$ cat src/rtl/multilane_serializer.sv
// Multi-lane frame serializer: accepts MSG_SIZE-bit frames over a valid/ready
// handshake and streams them out LANES bits per beat, with a one-frame pending buffer.
module multilane_serializer #(
    parameter int MSG_SIZE  = 64,
    parameter int LANES     = 1,
    parameter bit LSB_FIRST = 1'b0
) (
    input  logic                clk,
    input  logic                rst_n,
    input  logic                ena,
    input  logic [MSG_SIZE-1:0] iData_in,
    input  logic                iLoad,
    output logic                oReady,
    output logic [LANES-1:0]    oData_out,
    output logic                oData_flag,
    output logic                oLast
);

    localparam int BEATS = MSG_SIZE / LANES;
    localparam int CW    = (BEATS > 1) ? $clog2(BEATS) : 1;
    localparam logic [CW-1:0] LAST_IDX = CW'(BEATS - 1);

    generate
        if (MSG_SIZE % LANES != 0) begin : g_bad_lanes
            $error("multilane_serializer: LANES must divide MSG_SIZE");
        end
    endgenerate

    typedef enum logic {IDLE, SHIFT} state_t;

    state_t              state_q, state_d;
    logic [MSG_SIZE-1:0] shreg_q, shreg_d;
    logic [MSG_SIZE-1:0] pend_q, pend_d;
    logic                pend_v_q, pend_v_d;
    logic [CW-1:0]       cnt_q, cnt_d;
    logic [CW-1:0]       cnt_inc;
    logic [LANES-1:0]    out_d;
    logic                flag_d, last_d;
    logic                accept, load_en;
    logic [MSG_SIZE-1:0] load_src;

    function automatic logic [LANES-1:0] first_beat(input logic [MSG_SIZE-1:0] f);
        if (LSB_FIRST) return f[LANES-1:0];
        else           return f[MSG_SIZE-1 -: LANES];
    endfunction

    function automatic logic [MSG_SIZE-1:0] drop_beat(input logic [MSG_SIZE-1:0] f);
        if (LSB_FIRST) return f >> LANES;
        else           return f << LANES;
    endfunction

    assign oReady  = ena && !pend_v_q && rst_n;
    assign accept  = iLoad && oReady;
    assign cnt_inc = cnt_q + CW'(1);

    // The shifter always holds the beats not yet shown, so the next beat is its head.
    always_comb begin
        state_d  = state_q;
        shreg_d  = shreg_q;
        pend_d   = pend_q;
        pend_v_d = pend_v_q;
        cnt_d    = cnt_q;
        out_d    = oData_out;
        flag_d   = oData_flag;
        last_d   = oLast;
        load_en  = 1'b0;
        load_src = iData_in;

        if (ena) begin
            unique case (state_q)
                IDLE: begin
                    if (accept) load_en = 1'b1;
                end
                SHIFT: begin
                    if (oLast) begin
                        if (pend_v_q) begin
                            load_en  = 1'b1;
                            load_src = pend_q;
                            pend_v_d = 1'b0;
                        end else if (accept) begin
                            load_en = 1'b1;
                        end else begin
                            state_d = IDLE;
                            out_d   = '0;
                            flag_d  = 1'b0;
                            last_d  = 1'b0;
                            cnt_d   = '0;
                        end
                    end else begin
                        out_d   = first_beat(shreg_q);
                        shreg_d = drop_beat(shreg_q);
                        cnt_d   = cnt_inc;
                        last_d  = (cnt_inc == LAST_IDX);
                        if (accept) begin
                            pend_d   = iData_in;
                            pend_v_d = 1'b1;
                        end
                    end
                end
            endcase

            if (load_en) begin
                state_d = SHIFT;
                out_d   = first_beat(load_src);
                shreg_d = drop_beat(load_src);
                cnt_d   = '0;
                last_d  = (BEATS == 1);
                flag_d  = 1'b1;
            end
        end
    end

    always_ff @(posedge clk) begin
        if (!rst_n) begin
            state_q    <= IDLE;
            shreg_q    <= '0;
            pend_q     <= '0;
            pend_v_q   <= 1'b0;
            cnt_q      <= '0;
            oData_out  <= '0;
            oData_flag <= 1'b0;
            oLast      <= 1'b0;
        end else begin
            state_q    <= state_d;
            shreg_q    <= shreg_d;
            pend_q     <= pend_d;
            pend_v_q   <= pend_v_d;
            cnt_q      <= cnt_d;
            oData_out  <= out_d;
            oData_flag <= flag_d;
            oLast      <= last_d;
        end
    end

endmodule

$ cat config.mk
export PLATFORM = sky130hd
export DESIGN_NAME = multilane_serializer
export DESIGN_NICKNAME = d
export VERILOG_FILES = /design/src/rtl/multilane_serializer.sv
export SDC_FILE = /design/constraint.sdc
export NUM_CORES = 1
export LEC_CHECK = 0
export CORE_AREA = 2 2 125 127
export DETAILED_ROUTE_END_ITERATION = 7
export DIE_AREA = 0 0 127 129
export PLACE_DENSITY = 0.65
export SYNTH_ARGS = -nofsm -noshare
export SYNTH_HDL_FRONTEND = slang
export SYNTH_SLANG_ARGS = --single-unit
$ cat constraint.sdc
create_clock -name clk -period 1.5 [get_ports clk]
set_input_delay 0.15 -clock clk [delete_from_list [all_inputs] [get_ports clk]]
set_output_delay 0.15 -clock clk [all_outputs]
set_load 0.02 [all_outputs]
# [Word level (Yosys, flattened, before mapping)]
# Cells that the tools add are included.
[totals] elab_cells=62 regBits=139 output_inout_bits=4 input_bits=68
[op_classes] n_reduce_logical=13 n_bitwise=2 n_addsub=1 muxes=32 eq_ne=6
[ops] cell="64-bit 2-to-1 mux" n=6
[ops] cell="6-bit 2-to-1 mux" n=5
[ops] cell="1-bit 2-to-1 mux" n=20
[ops] cell="4-bit AND reduction" n=2
[ops] cell="6-bit by 1-bit adder with 6-bit output, second input constant" n=1
[ops] cell="6-bit equality test, second input constant" n=1
[ops] cell="2-bit by 1-bit inequality test with 1-bit output, second input constant" n=3
[ops] cell="3-bit by 2-bit inequality test with 1-bit output, second input constant" n=2
[ops] cell="3-bit AND reduction" n=2
[ops] cell="2-bit nonzero test" n=3
[ops] cell="5-bit AND reduction" n=1
[ops] cell="1-bit logical AND" n=3
[ops] cell="1-bit inverter" n=2
[ops] cell="1-bit one-hot mux with 2 select lines" n=1
[ops] cell="2-bit AND reduction" n=1
[ops] cell="1-bit zero test" n=1

# [Longest topological paths before layout]
[depth] ltp_word=11 mapped_depth=7 depth_no_buf=5

# [Worst setup path after synthesis]
# Ideal clock, no wire load.
[synth_timing] path_type="reg-to-reg" startpoint="register oLast" endpoint="register shreg_q[4]" synth_period_minus_slack_ps=1547 stages_incl_launch_ff=6 t_arrival_ps=1421 required_ps=1375 path_buffers=1 slack_ps=-47 setup_ps=125 path_cell_list="dfxtp_1 -> nand3_4 -> buf_6 -> mux2_4 -> mux2i_1 -> o2bb2ai_1"
[synth_between] elab_chain_len=5 word_cells_on_any_way=9 classes_between="1 x eq/ne; 6 x mux; 2 x reduce/logical"
[synth_rtl] item="start, declared" line="16" text="output logic oLast"
[synth_rtl] item="start signal, assigned" line="131" text="oLast <= last_d;"
[synth_rtl] item="1-bit 2-to-1 mux" line="75" text="if (oLast) begin"
[synth_rtl] item="1-bit one-hot mux with 2 select lines" line="70" text="unique case (state_q)"
[synth_rtl] item="1-bit 2-to-1 mux" line="69" text="if (ena) begin"
[synth_rtl] item="2-bit by 1-bit inequality test with 1-bit output (no source line) or 2-bit nonzero test (tied branches)"
[synth_rtl] item="3-bit AND reduction (no source line)"
[synth_rtl] item="end signal, assigned" line="125" text="shreg_q <= shreg_d;"
[synth_rtl] item="end, declared" line="32" text="logic [MSG_SIZE-1:0] shreg_q, shreg_d;"
# Several ways; a longest one is shown, not always the timed one. The select of a mux whose other input is x is not followed.
# A chain may end at the register's enable or synchronous reset.

# [Worst setup path after layout]
[layout_timing] startpoint="register oLast" endpoint="register shreg_q[61]"
# Same word-level chain as after synthesis.

==> run metrics <==
status finished with violations; failing checks negative setup slack; # setup viols final 7; Die Y 129 um; gpl congestion 0.757; H-tree levels 4; min Tclk post-route 1.53 ns; main area contributors after synthesis dfxtp_1 (41%), mux2_4 (13%), mux2i_1 (9.3%); first-pass GRT wire length 24300 um; fin util 60.4%; Most used DFF post-synth dfxtp_1; WP data required 1.81 ns; Vias/cell 5.38; max-slew violations 0; Root Buffer clkbuf_16; Register Area 0.00277 mm2; Critical Path AT 1.84 ns; Peak Freq 0.655 GHz; Yosys top cell by area dfxtp_1; hold path endpoint pend_v_q; starting density of the core 44.7%; CP max-delay cell dfxtp_4; GRT Util Overall 18.5%; Sw Share 22.3%; Yosys top cell area share 41.3%; largest fanout on the critical path 7; Register-to-Register Setup Slack -0.03 ns; Final #Nets 810; grt total ovfl 0; routed vias 5058; HPWL after DPL 9370 um; Comb power frac 10.2%; vias in the first global route 4934; share of cells above drive strength 1 25.4%; PwrDens 1020 mW/mm2; relative slew slack 77.8%; most frequent cells in the layout nand2_1 (140), dfxtp_1 (135), clkdlybuf4s50_1 (66), a21boi_1 (59), mux2_4 (59); CTS buffer count 17; hold_sp rst_n; most common cell after layout, fill and taps aside nand2_1; max_cap viols 0; post-synthesis register bit count 138; crit-path cells nand3_4 > buf_4 > buf_12 > mux2_4 > mux2i_4 > o2bb2ai_1; Fillers 1169; Reg-to-Reg End shreg_q[61]; width of the chip 127 um; post-DR wirelength/cell 17.6 um; clock share of power 49.2%; setup ws final -0.0258 ns; Layout area overhead 35.0%; Hold WC Path Type primary input to register; 1st-iter DRT viols 284; num ports 72; area occupied by multi-input gates 0.00365 mm2; sequential fraction of the synthesis area 41.3%; Fin. Hold Viols 0; Peak VDD IR 706 uV; Clk Latency, worst-skew pair 0.43 ns; Synth async-reset ratio 0%; Cell variety after synth 42; sequential share of power 40.7%; hold_buf cts 0; leak pwr 3.45 nW; crit-path max cell delay 0.38 ns; Clk pin slew, worst setup/hold paths 0.06 ns; Rows 45; final setup skew 0.00808 ns; Net Count, Synth 708; Buffers on Ports 71; RSZ-0062 raised after global routing true; yosys warns 0; CTS Buffer Depth 2; Die ar. 0.0164 mm2; diode count 0; initial antenna violation count 0; Post-synth EDFFs 0; mean post-synth cell area 10.5 um2; Worst-Margin Slew 0.333 ns; DRC Markers 0; final worst path period share 102%; Switch Pwr 2.06 mW; reg2reg path depth 6; Worst Hold Path Cells 3; final instance area 0.00904 mm2; Cell Area, Placed 0.00769 mm2; kind of critical path register to register; CTS sink cnt 138; TritonCTS clock tree done; DRT Pass-1 Iters 5; largest net degree at the start of global routing 47; mapped cell area 0.00669 mm2; Post-DRT Antenna Nets 0; CP endpoint kind register; Worst Setup Start Kind register; internal power 7.15 mW; core box area 0.0150 mm2; Cells after Synth 638; Critical R2R Launch oLast; total wire length 16500 um
==> metrics by stage <==
stage	setup TNS (ns)	worst slack [ns]	hold WS, ns	instances	power, mW
finish	-0.0595	-0.0258	0.222	941	9.21
global route	-3.11	-0.0985	0.206	941	9.50
CTS	-0.0363	-0.0244	0.204	921	9.15
detailed placement	-39.23	-0.377	0.445	881	4.62
global placement	-33.95	-0.313	0.438	881	4.61
floorplan	0	0.0898	0.285	638	4.28
==> cells in the mapped netlist, types with 3 or more instances <==
library cell / number
nand2_1: 141
dfxtp_1: 138
mux2i_1: 62
o2bb2ai_1: 62
mux2_4: 59
a21boi_0: 40
a21boi_1: 26
buf_2: 20
clkbuf_1: 13
buf_6: 7
buf_12: 6
mux2_2: 5
nor2_1: 5
nor2b_1: 5
o21ai_0: 5
and3b_1: 3
buf_4: 3
inv_1: 3
nand3_1: 3
xnor2_1: 3
==> power groups by stage <==
| stage | sequential, mW | combinational [mW] | clock (mW) |
|---|---|---|---|
| 2_1_floorplan | 3.82 | 0.459 | 0 |
| 3_3_place_gp | 3.82 | 0.789 | 0 |
| 3_5_place_dp | 3.82 | 0.801 | 0 |
| 4_1_cts | 3.74 | 0.807 | 4.60 |
| 5_1_grt | 3.75 | 0.991 | 4.76 |
| 6_report | 3.74 | 0.935 | 4.53 |
==> final cells by class <==
type	count	area share, %
Multi-Input combinational cell	447	40.4
Sequential cell	138	30.7
Timing Repair Buffer	133	19.1
Clock buffer	19	5.01
Tap cell	188	2.60
Clock inverter	13	2.12
Inverter	3	0.125
==> worst max path at each step <==
stage | slack, ns | end | cells past startpoint | start
after floorplan | 0.09 | shreg_q[10] | 7 | pend_v_q
after global routing | -0.1 | shreg_q[39] | 6 | oLast
final | -0.03 | shreg_q[61] | 6 | oLast
after detailed placement | -0.38 | shreg_q[61] | 6 | ena
after global placement | -0.31 | shreg_q[19] | 6 | ena
after CTS | -0.02 | shreg_q[40] | 5 | pend_v_q
==> routing by layer <==
metal	share of wire [%]	vias to the layer above	track usage, %	routed length, um
met1	45	2469	22.9	7520
met4	1.4	0	7.37	228
met5	0	-	0	0
li1	-	2478	-	-
met2	49	93	31.0	8160
met3	3.7	18	4.99	619
==> critical path, delay by kind of cell, from the launching register on <==
kind | cells | cell delay, ns
flip-flops | 1 | 0.38
AO/OA/AOI/OAI | 1 | 0.09
buffers and inverters | 2 | 0.34
AND/OR/NAND/NOR | 1 | 0.14
multiplexers | 2 | 0.46
==> what timing repair did <==
item,in CTS,in global routing
setup endpoints to repair,84,117
setup buffers,5,3
gates cloned,3,17
endpoints found under the hold margin,0,0
pin swaps,0,27
resized for setup,19,63
==> state kept, by name, indices dropped and copies added, names as in the netlist <==
| register | cells |
|---|---|
| oLast | 1 |
| oData_out | 1 |
| pend_v_q | 1 |
| oData_flag | 1 |
| pend_q | 64 |
| shreg_q | 63 |
| cnt_q | 6 |
| state_q | 1 |
==> cell families (layout without fill, tap and decap cells) <==
group	after synthesis	after routing	share of synthesized area (%)
flops	138	138	41.3
xor+xnor	3	3	0.393
simple gates	167	167	11.0
compound gates	149	149	17.9
fa+ha+maj	2	2	0.374
mux	126	126	23.3
buf+inv	53	168	5.76
Power figures use the tool's default switching activity.
